## src/rtl/clock_set_ctrl.sv

```systemverilog
// Key-driven mode controller for the digital clock: time/alarm setting FSM,
// timekeeper load strobe, alarm registers and flag, display mux and field blinking.
module clock_set_ctrl #(
  parameter int          BLINK_DIV = 25_000_000,
  parameter int          TIMEOUT   = 500_000_000,
  parameter logic [7:0]  AL_HR_RST = 8'h07,
  parameter logic [7:0]  AL_MN_RST = 8'h00
) (
  input  logic       clk,
  input  logic       rst_n,
  input  logic       key_mode,
  input  logic       key_inc,
  input  logic       key_cancel,
  input  logic [7:0] hr,
  input  logic [7:0] mn,
  input  logic [7:0] sd,
  output logic       set_en,
  output logic [7:0] set_hr,
  output logic [7:0] set_mn,
  output logic [7:0] set_sd,
  output logic [7:0] disp_hr,
  output logic [7:0] disp_mn,
  output logic       blank_hr,
  output logic       blank_mn,
  output logic [2:0] mode,
  output logic       al_en,
  output logic       alarm
);

  localparam int TW = (TIMEOUT > 1) ? $clog2(TIMEOUT) : 1;
  localparam int BW = (BLINK_DIV > 1) ? $clog2(BLINK_DIV) : 1;
  localparam logic [TW-1:0] TMO_LAST   = TW'(TIMEOUT - 1);
  localparam logic [BW-1:0] BLINK_LAST = BW'(BLINK_DIV - 1);

  typedef enum logic [2:0] {
    RUN    = 3'd0,
    SET_HR = 3'd1,
    SET_MN = 3'd2,
    AL_HR  = 3'd3,
    AL_MN  = 3'd4
  } state_t;

  state_t          r_state, w_state_nxt;
  logic [7:0]      r_sh_hr, r_sh_mn, r_al_hr, r_al_mn;
  logic            r_al_en, r_alarm, r_al_done;
  logic            r_set_en;
  logic [7:0]      r_set_hr, r_set_mn;
  logic [TW-1:0]   r_tmo_cnt;
  logic [BW-1:0]   r_blink_div;
  logic            r_phase;
  logic            w_any_key, w_act, w_cancel, w_mode, w_inc, w_tmo, w_state_chg, w_al_hit;

  function automatic logic [7:0] bcd_inc(input logic [7:0] v, input logic [7:0] max);
    if (v == max) return 8'h00;
    if (v[3:0] == 4'h9) return {v[7:4] + 4'h1, 4'h0};
    return v + 8'h01;
  endfunction

  // While the alarm is ringing, any key only silences it.
  always_comb begin
    w_any_key = key_cancel | key_mode | key_inc;
    w_act     = w_any_key & ~r_alarm;
    w_cancel  = w_act & key_cancel;
    w_mode    = w_act & ~key_cancel & key_mode;
    w_inc     = w_act & ~key_cancel & ~key_mode & key_inc;
    w_tmo     = (r_state != RUN) && !w_any_key && (r_tmo_cnt == TMO_LAST);
    w_al_hit  = (r_state == RUN) && r_al_en && (hr == r_al_hr) && (mn == r_al_mn) && (sd == 8'h00);
  end

  always_ff @(posedge clk or negedge rst_n) begin
    if (!rst_n) r_state <= RUN;
    else        r_state <= w_state_nxt;
  end

  always_comb begin
    w_state_nxt = r_state;
    if (r_state != RUN && (w_cancel || w_tmo)) begin
      w_state_nxt = RUN;
    end else if (w_mode) begin
      case (r_state)
        RUN:     w_state_nxt = SET_HR;
        SET_HR:  w_state_nxt = SET_MN;
        SET_MN:  w_state_nxt = AL_HR;
        AL_HR:   w_state_nxt = AL_MN;
        default: w_state_nxt = RUN;
      endcase
    end
    w_state_chg = (w_state_nxt != r_state);
  end

  always_ff @(posedge clk or negedge rst_n) begin
    if (!rst_n) begin
      r_sh_hr  <= 8'h00;
      r_sh_mn  <= 8'h00;
      r_al_hr  <= AL_HR_RST;
      r_al_mn  <= AL_MN_RST;
      r_al_en  <= 1'b0;
      r_set_en <= 1'b0;
      r_set_hr <= 8'h00;
      r_set_mn <= 8'h00;
    end else begin
      r_set_en <= 1'b0;
      if (r_state == RUN && w_mode) begin
        r_sh_hr <= hr;
        r_sh_mn <= mn;
      end
      if (r_state == SET_MN && w_mode) begin
        r_set_en <= 1'b1;
        r_set_hr <= r_sh_hr;
        r_set_mn <= r_sh_mn;
      end
      if (w_inc) begin
        case (r_state)
          RUN:     r_al_en <= ~r_al_en;
          SET_HR:  r_sh_hr <= bcd_inc(r_sh_hr, 8'h23);
          SET_MN:  r_sh_mn <= bcd_inc(r_sh_mn, 8'h59);
          AL_HR:   r_al_hr <= bcd_inc(r_al_hr, 8'h23);
          default: r_al_mn <= bcd_inc(r_al_mn, 8'h59);
        endcase
      end
    end
  end

  always_ff @(posedge clk or negedge rst_n) begin
    if (!rst_n)                                         r_tmo_cnt <= '0;
    else if (w_state_chg || w_any_key || r_state == RUN) r_tmo_cnt <= '0;
    else                                                r_tmo_cnt <= r_tmo_cnt + 1'b1;
  end

  // Restarting the blink on every increment keeps the edited field visible after a press.
  always_ff @(posedge clk or negedge rst_n) begin
    if (!rst_n) begin
      r_blink_div <= '0;
      r_phase     <= 1'b0;
    end else if (w_state_chg || w_inc || r_state == RUN) begin
      r_blink_div <= '0;
      r_phase     <= 1'b0;
    end else if (r_blink_div == BLINK_LAST) begin
      r_blink_div <= '0;
      r_phase     <= ~r_phase;
    end else begin
      r_blink_div <= r_blink_div + 1'b1;
    end
  end

  // r_al_done blocks a re-trigger until the minute moves away from the alarm minute.
  always_ff @(posedge clk or negedge rst_n) begin
    if (!rst_n) begin
      r_alarm   <= 1'b0;
      r_al_done <= 1'b0;
    end else begin
      if (mn != r_al_mn)    r_al_done <= 1'b0;
      else if (r_alarm)     r_al_done <= 1'b1;
      if (w_any_key || r_state != RUN || w_state_chg || mn != r_al_mn) r_alarm <= 1'b0;
      else if (w_al_hit && !r_al_done)                                 r_alarm <= 1'b1;
    end
  end

  always_comb begin
    disp_hr = hr;
    disp_mn = mn;
    case (r_state)
      SET_HR, SET_MN: begin disp_hr = r_sh_hr; disp_mn = r_sh_mn; end
      AL_HR, AL_MN:   begin disp_hr = r_al_hr; disp_mn = r_al_mn; end
      default:        ;
    endcase
  end

  assign blank_hr = r_phase & ((r_state == SET_HR) | (r_state == AL_HR));
  assign blank_mn = r_phase & ((r_state == SET_MN) | (r_state == AL_MN));
  assign mode     = r_state;
  assign set_en   = r_set_en;
  assign set_hr   = r_set_hr;
  assign set_mn   = r_set_mn;
  assign set_sd   = 8'h00;
  assign al_en    = r_al_en;
  assign alarm    = r_alarm;

endmodule
```

## config.mk

```make
export PLATFORM = sky130hd
export DESIGN_NAME = clock_set_ctrl
export DESIGN_NICKNAME = d
export VERILOG_FILES = /design/src/rtl/clock_set_ctrl.sv
export SDC_FILE = /design/constraint.sdc
export NUM_CORES = 1
export LEC_CHECK = 0
export BUFFER_PORTS_ARGS = -buffer_cell sky130_fd_sc_hd__buf_2
export CORE_MARGIN = 1.5
export CORE_UTILIZATION = 27
export CTS_BUF_LIST = sky130_fd_sc_hd__clkbuf_4 sky130_fd_sc_hd__clkbuf_8
export DETAILED_ROUTE_END_ITERATION = 12
export GPL_TIMING_DRIVEN = 0
export SLEW_MARGIN = 40
export SYNTH_ARGS = -nofsm -noshare
export SYNTH_HDL_FRONTEND = slang
export SYNTH_SLANG_ARGS = --single-unit
```

## constraint.sdc

```tcl
create_clock -name clk -period 2.5 [get_ports clk]
set_input_delay 0.5 -clock clk [delete_from_list [all_inputs] [get_ports clk]]
set_output_delay 0.5 -clock clk [all_outputs]
set_load 0.01 [all_outputs]
```

==> out/qor.txt, run 1 <==
status = completed
first-pass GRT wire length = 30.78 mm
largest family of logic cells by synthesized area = simple AND/OR/NAND/NOR gates
simple-gate share of the synthesized area = 0.2476
clk_lat worst skew = 400 ps
routed len/inst = 16.47 um
Total Wirelength = 18.99 mm
IO buf count = 68
Worst path most repeated cell = buf_4
Inserted Clock Buffers = 9
final clock skew = 14.16 ps
Max Clock Freq = 403.8 MHz
CTS tree = built
Post-Syn Area per Cell = 9.416 um^2
Initial DRC Count = 363
Period minus WS final = 2477 ps
PD cells = 775.8 nW/um^2
Root Buffer = clkbuf_8
startpoint types = register
top cells by area, synth = dfrtp_1, xor2_1, ha_1
GRT Total Usage = 0.1468
Hold WC Path Type = in -> async
most numerous cell in the Yosys netlist = dfrtp_1
setup total negative slack = 0 ps
Starting Density = 0.2760
Synth Instances = 717
EDFF count, synth = 0
Final Cycle Share = 0.9907
XOR/XNOR share of the synthesized area = 0.05430
Final Max Slew Viols = 0
Yosys top cell by area = dfrtp_1
Via density = 5.301
DR pass1 iterations = 5
Reg2Reg Capture Point = r_sh_hr[0]
Leak = 0.003240 uW
FP Rows = 57
Synth Cell Area = 6751 um^2
CP Cell Sequence = buf_6 > nand3b_1 > o21ai_4 > buf_4 > buf_4 > a22o_1 > a21o_1 > buf_2
ANT nets after route = 0
Via Count = 6,112
dominant synthesized flop cell = dfrtp_1
part of the Yosys area used for sequential elements = 0.4083
I/O pin total = 77
Seq cells post-synth = 110
endpoint class of the critical path = output pin
clk sinks = 110
crit path kind = reg -> out
CTS Buffer Depth = 2
Synth Warn # = 0
Core ar. = 24,460 um^2
slowest stage delay, CP = 410 ps
DR DRC count = 0
gpl congestion = 0.9163
CTS H-tree depth = 3
Hold WS = 37.50 ps
maxcap violations = 0
flop2flop setup slack = 130 ps
post-synth top area share = 0.3966
unrepaired setup endpoints after global routing = yes
synth cell count leaders = dfrtp_1, nand2_1, nor3_1, nand3_1, o21ai_0
final core occ = 0.3275
WP data arrival = 1980 ps
Horiz. Die Dim = 161.1 um
Max FO, Critical Path = 4
die span in y = 161.1 um
initial antenna violation count = 3
reg2reg start = mode[0]
post-synthesis mux area share = 0.02928
Crit path required time = 2000 ps
DP HPWL = 13.67 mm
largest net degree at the start of global routing = 61
CP Buf/Inv Count = 4
fillcell total = 2,506
final hold violation count = 0
Slew HR = 0.5157
area delta synth->final = 18.66%
Async S/R FF share, synth = 1.000
Max IR drop VDD = 0.2874 mV
clock-pin transition on the worst setup and hold timing paths = 110 ps
Final nets = 870
layout cells sized above 1 = 0.2077
depth of the most critical reg-to-reg path = 7
cell family with the largest share of critical-path delay = buffers and inverters
post-synthesis compound-gate area fraction = 0.1816
Post-Synth Adder-Cell Area = 0.03336
vias in the first global route = 5,705
Slew @ Worst Pin = 716.3 ps
die area = 25,960 um^2
Critical-path top delay cell = dfrtp_1
grt total ovfl = 0
count of cell types in the netlist = 68
setup violators final = 0
[cells by family (layout without fill, tap and decap cells)]
| family | after synthesis | in the layout |
|---|---|---|
| AO/OA/AOI/OAI | 176 | 176 |
| XOR/XNOR | 41 | 41 |
| adder cells (fa/ha/maj) | 18 | 18 |
| buffers and inverters | 66 | 170 |
| flip-flops | 110 | 110 |
| multiplexers | 18 | 18 |
| other | 1 | 9 |
| AND/OR/NAND/NOR | 287 | 287 |
[stage by stage]
stage / std cells / setup slack (ps) / area, um^2 / total power [uW]
finish: 1153 / 23.35 / 8011 / 6215
global route: 1152 / -14.60 / 8009 / 6589
CTS: 1151 / 10.86 / 7976 / 6210
detailed placement: 1117 / -297.6 / 7566 / 4795
global placement: 1116 / -525.0 / 7523 / 4759
floorplan: 724 / 149.3 / 6778 / 3868
[power by group]
group | switching, uW | internal [uW]
sequential | 358 | 2090
combinational | 1450 | 1220
clock | 672 | 427
total | 2480 | 3730
[worst max-delay path by stage]
stage | startpoint | slack, ps | cells past startpoint | endpoint
floorplan | mode[1] | 150 | 6 | disp_hr[1]
global placement | rst_n | -530 | 1 | r_blink_div[18]
detailed placement | mode[2] | -300 | 7 | disp_hr[4]
CTS | mode[1] | 10 | 7 | disp_hr[1]
global route | mode[1] | -10 | 8 | disp_hr[5]
finish | mode[1] | 20 | 8 | disp_hr[5]
[state kept, by name, summed over array words and instances, names as in the netlist, 3 cells and up]
signal,count
r_tmo_cnt,29
r_blink_div,25
r_al_hr,8
r_al_mn,8
r_sh_hr,8
r_sh_mn,8
set_hr,8
set_mn,8
mode,3
[layout make-up]
class	count	area, um^2	area share
clock buffers	11	151.4	0.01890
well taps	324	405.4	0.05060
flip-flops and latches	110	2759	0.3444
clock inverters	5	40.04	0.004998
repair buffers	90	539.3	0.06731
multi-input cells	548	3784	0.4723
diodes	1	2.502	0.0003124
plain buffers	42	247.7	0.03092
inverters	22	82.58	0.01031
[cells in the final DEF (no fill, tap or decap), drive strengths merged, types with 8 or more instances in the layout]
cell    synthesis  routed
ha             18      18
nand3          36      36
nand2          54      54
o31ai          23      23
a22o           10      10
or3            13      13
xor2           27      27
nor3           45      45
nand4          20      20
nor4b           8       8
or4            24      24
and4           12      12
clkbuf         20      29
xnor2          14      14
a211oi         30      30
o21ai          34      34
nor2           19      19
mux2           14      14
inv            22      24
a21o            9       9
and2            8       8
dfrtp         107     107
conb            1       8
and3            9       9
buf            24     114
nor4            9       9
a21oi          24      24
a221o          11      11
[per-layer routing]
layer | global-route usage | routed length, um | up-vias
met2 | 0.2257 | 8602 | 135
li1 | - | - | 2950
met5 | 0 | 10 | -
met4 | 0.04251 | 288 | 2
met1 | 0.2068 | 9134 | 2999
met3 | 0.03107 | 952 | 26
[timing repair]
action                                  CTS  global route
hold buffers                              0             0
endpoints found under the setup margin   28            51
pin swaps                                 7             6
buffers inserted                         18             3
gates resized for setup                  22             9
Note: power is estimated with default switching activity, not from simulation.
==> inputs of run 2 (changes only) <==
==> constraint.sdc (replaced) <==
create_clock -name clk -period 2.81 [get_ports clk]
set_input_delay 0.562 -clock clk [delete_from_list [all_inputs] [get_ports clk]]
set_output_delay 0.562 -clock clk [all_outputs]
set_load 0.01 [all_outputs]
==> run 2 against run 1 <==
  * Via count down 1.1%
  * Cell count down 1.1%
  * Clock power down 11%
  * Routed wire length down 1.2%
  * Clock skew down 1.3 ps
  * Critical endpoint is now disp_hr[4]
  * Largest cell class unchanged
  * Highest routed layer unchanged
==> out/qor.txt, run 2 (same netlist as run 1, synthesis figures left out) <==
DR pass1 iterations = 5
CTS H-tree depth = 3
Via Count = 6,044
hold_buf cts = 0
vias in the first global route = 5,673
FP Rows = 57
final hold violation count = 0
final clock skew = 12.83 ps
Reg2Reg Capture Point = r_tmo_cnt[13]
layout cells sized above 1 = 0.1840
depth of the most critical reg-to-reg path = 7
reg2reg start = mode[2]
die area = 25,960 um^2
fillcell total = 2,517
routed len/inst = 16.46 um
status = completed
DR DRC count = 0
CTS tree = built
Core ar. = 24,460 um^2
CTS Buffer Depth = 2
maxcap violations = 0
grt total ovfl = 0
first-pass GRT wire length = 30.73 mm
Horiz. Die Dim = 161.1 um
Starting Density = 0.2760
most common cell after layout, fill and taps aside = dfrtp_1
clk_lat worst skew = 400 ps
setup total negative slack = 0 ps
Final Instance Area = 7856 um^2
Initial DRC Count = 403
Period minus WS final = 2714 ps
Final Max Slew Viols = 0
endpoint class of the critical path = output pin
Largest register FFs = 29
Crit path required time = 2250 ps
Slew @ Worst Pin = 804.8 ps
Inserted Clock Buffers = 9
Via density = 5.302
setup violators final = 0
gpl congestion = 0.9163
largest net degree at the start of global routing = 61
Total Wirelength = 18.77 mm
clk sinks = 110
Pwr Total = 5351 uW
flop2flop setup slack = 320 ps
DP HPWL = 13.67 mm
largest register by flop count = r_tmo_cnt
most frequent cells in the layout = dfrtp_1, buf_2, nand2_1, nor3_1, nand3_1
clock-pin transition on the worst setup and hold timing paths = 110 ps
die span in y = 161.1 um
Slew HR = 0.4623
Post-Place Cell Area = 7566 um^2
Hold WC Path Type = in -> async
Final Cycle Share = 0.9658
ANT nets after route = 0
IO buf count = 68
startpoint types = register
I/O pin total = 77
Final nets = 857
GRT Total Usage = 0.1463
Max Clock Freq = 368.5 MHz
biggest regs = r_tmo_cnt: 29 flops, r_blink_div: 25 flops
Root Buffer = clkbuf_8
Worst Setup SP = mode[1]
WP data arrival = 2150 ps
initial antenna violation count = 3
PD cells = 681.2 nW/um^2
Leak = 0.003131 uW
area delta synth->final = 16.36%
Max IR drop VDD = 0.2634 mV
Max FO, Critical Path = 10
CP Capture Point = disp_hr[4]
unrepaired setup endpoints after global routing = no
Hold WS = 102.6 ps
crit path kind = reg -> out
[run 2: worst min-delay path by stage]
stage,slack (ps),from,end
finish,100,rst_n,r_al_mn[3]
global placement,460,set_hr[7],set_hr[7]
detailed placement,470,set_mn[7],set_mn[7]
floorplan,270,rst_n,al_en
global route,130,rst_n,r_tmo_cnt[26]
CTS,110,rst_n,r_al_mn[3]
[run 2: area by class of cell]
class	instances	area, um^2	share of cell area
tap	324	405.4	0.05160
clock buffer	11	151.4	0.01927
inverter	22	82.58	0.01051
buffer	44	234.0	0.02978
clock inverter	5	40.04	0.005096
antenna	1	2.502	0.0003185
multi-input combinational	548	3760	0.4786
sequential	110	2758	0.3510
timing repair buffer	75	422.9	0.05383
[run 2: metrics by stage]
stage                     std cells  worst slack (ps)  utilization
after floorplan                 724             397.3            -
after global placement         1116            -277.0       0.3076
after detailed placement       1117            -49.60       0.3093
after CTS                      1138             10.37       0.3203
after global routing           1139             10.48       0.3211
final                          1140             96.17       0.3212
[run 2: critical path, cell delays in order (launching register included)]
cell	delay, ps
dfrtp_1	400
buf_4	190
nand2b_1	190
o21ai_4	230
nor2_4	80
clkbuf_4	190
a221o_1	330
buf_2	150
[run 2: report_power, final]
part / leakage [uW] / switching, uW / internal (uW)
Sequential: 0.00146 / 309 / 1860
Combinational: 0.00158 / 1260 / 955
Clock: 0.0000939 / 594 / 380
[run 2: metal layers]
| layer | track usage | part of all wire | up-vias | routed length (um) |
|---|---|---|---|---|
| li1 | - | - | 2922 | - |
| met1 | 0.2090 | 0.48 | 2965 | 9097 |
| met2 | 0.2220 | 0.45 | 133 | 8362 |
| met3 | 0.02928 | 0.052 | 22 | 970 |
| met4 | 0.04419 | 0.017 | 2 | 323 |
| met5 | 0 | 0.00069 | - | 13 |
[run 2: timing repair]
item / CTS / global route
setup endpoints to repair: 17 / 16
pin swaps: 2 / 1
setup buffers: 5 / 1
resized for setup: 10 / 6
==> inputs of run 3 (changes only) <==
==> constraint.sdc (replaced) <==
create_clock -name clk -period 2.81 [get_ports clk]
set_input_delay 0.4215 -clock clk [delete_from_list [all_inputs] [get_ports clk]]
set_output_delay 0.4215 -clock clk [all_outputs]
set_load 0.01 [all_outputs]
==> run 3 against run 2 <==
  * Critical path depth unchanged
  * Combinational power decreased by 2%
  * Final area decreased by 0.22%
  * Cell count decreased by 0.18%
  * Die area unchanged
  * Non-clock buffer count decreased by 2
  * Sequential power about the same
  * Sequential share of layout area increased by 0.078 points
  * Worst setup slack got worse by 5.7 ps
  * Utilization decreased by 0.072 points
  * Clock skew decreased by 0.96 ps
  * First-iteration DRC count decreased by 2.0%
  * Critical endpoint is now disp_hr[1]
  * Largest power group is now sequential cells
  * Highest routed layer unchanged
==> out/qor.txt, run 3 (same netlist as run 1, synthesis figures left out) <==
Max IR drop VDD = 0.2552 mV
Slew HR = 0.4535
Max FO, Critical Path = 10
Logic pwr share = 0.409
setup violators final = 0
switching pwr = 2150 uW
depth of the most critical reg-to-reg path = 6
die area = 25,960 um^2
DP HPWL = 13.67 mm
flop2flop setup slack = 320 ps
largest register by flop count = r_tmo_cnt
Final nets = 855
layout cells sized above 1 = 0.1808
Slew @ Worst Pin = 818.0 ps
P_int = 3166 uW
Hold WS = 317.4 ps
fillcell total = 2,521
vias in the first global route = 5,634
Worst path most repeated cell = buf_2
endpoint class of the critical path = output pin
crit path kind = reg -> out
Reg area = 2758 um^2
WP data arrival = 2300 ps
Switching Fraction = 0.4044
clock-pin transition on the worst setup and hold timing paths = 100 ps
FP Rows = 57
area delta synth->final = 16.10%
Reg2Reg Capture Point = r_tmo_cnt[13]
Final Cycle Share = 0.9678
Via density = 5.301
slowest stage delay, CP = 490 ps
Via Count = 6,032
Flop pwr share = 0.408
GRT Total Usage = 0.1456
Core ar. = 24,460 um^2
Pwr Total = 5316 uW
Final Max Slew Viols = 0
biggest regs = r_tmo_cnt: 29 flops, r_blink_div: 25 flops
Initial DRC Count = 395
hold path cells = 2
DR DRC count = 0
Crit path required time = 2390 ps
final hold violation count = 0
Leak = 0.003117 uW
CTS tree = built
DR pass1 iterations = 4
initial antenna violation count = 3
first-pass GRT wire length = 30.54 mm
maxcap violations = 0
clock network fraction of total power = 0.183
Largest register FFs = 29
fin worst setup slack = 90.47 ps
most frequent cells in the layout = dfrtp_1, buf_2, nand2_1, nor3_1, nand3_1
routed len/inst = 16.39 um
Placed Cells = 1,117
Place WS = 90.90 ps
final clock skew = 11.87 ps
Horiz. Die Dim = 161.1 um
most common cell after layout, fill and taps aside = dfrtp_1
Worst Hold End = r_sh_mn[4]
status = completed
CTS H-tree depth = 3
IO buf count = 68
ANT nets after route = 0
Max Clock Freq = 367.7 MHz
Critical-path top delay cell = dfrtp_2
gpl congestion = 0.9163
footprint of the multi-input gates = 3760 um^2
grt total ovfl = 0
Period minus WS final = 2720 ps
die span in y = 161.1 um
fin cells = 1,138
Worst Min Path Start = mn[4]
CP Cell Sequence = clkbuf_4 > nand3b_1 > o21ai_4 > nor2_4 > buf_2 > a221o_1 > buf_2
PD cells = 678.1 nW/um^2
I/O pin total = 77
Total Wirelength = 18.66 mm
reg2reg start = mode[0]
startpoint types = register
Inserted Clock Buffers = 9
largest net degree at the start of global routing = 61
Starting Density = 0.2760
unrepaired setup endpoints after global routing = no
Hold WC Path Type = in -> reg
clk sinks = 110
clk_lat worst skew = 400 ps
CTS Buffer Depth = 2
Root Buffer = clkbuf_8
[run 3: critical path, delay by kind of cell, from the launching register on]
family	cells	cell delay, ps
buf+inv	3	570
flops	1	490
simple gates	2	330
compound gates	2	510
[run 3: area by class of cell]
class | count | area share
antenna | 1 | 0.0003192
buffer | 44 | 0.02921
clock buffer | 11 | 0.01931
clock inverter | 5 | 0.005108
inverter | 22 | 0.01053
multi-input combinational | 548 | 0.4796
sequential | 110 | 0.3518
tap | 324 | 0.05172
timing repair buffer | 73 | 0.05235
[run 3: stage by stage]
step / TNS, ps / utilization / area, um^2
floorplan: 0 / - / 6778
global placement: -13220 / 0.3076 / 7523
detailed placement: 0 / 0.3093 / 7566
CTS: 0 / 0.3193 / 7811
global route: 0 / 0.3203 / 7836
finish: 0 / 0.3204 / 7839
[run 3: worst max path at each step]
stage	startpoint	to	slack (ps)	cells after the start
CTS	mode[2]	blank_mn	20	5
floorplan	mode[1]	disp_hr[1]	540	6
global placement	rst_n	r_blink_div[18]	-140	1
detailed placement	mode[2]	disp_hr[4]	90	7
global route	mode[2]	disp_hr[1]	30	7
finish	mode[2]	disp_hr[1]	90	7
[run 3: timing repair]
item / 4_1_cts / 5_1_grt
cloned: 0 / 0
endpoints found under the hold margin: 58 / 0
hold buffers: 1 / 0
pin swaps: 0 / 1
gates resized for setup: 8 / 5
endpoints found under the setup margin: 17 / 12
buffers inserted: 1 / 2
[run 3: power by group through the flow]
stage	combinational (uW)	clock (uW)	sequential, uW
finish	2170	975	2170
global route	2360	1080	2220
detailed placement	2070	0	2190
global placement	2050	0	2190
floorplan	1280	0	2160
CTS	2130	1010	2170
[run 3: routing by layer]
layer	part of all wire	wire length, um	global-route usage
met5	0.00070	13	0
met4	0.017	311	0.04419
met3	0.046	865	0.02876
met2	0.45	8331	0.2206
met1	0.49	9134	0.2082
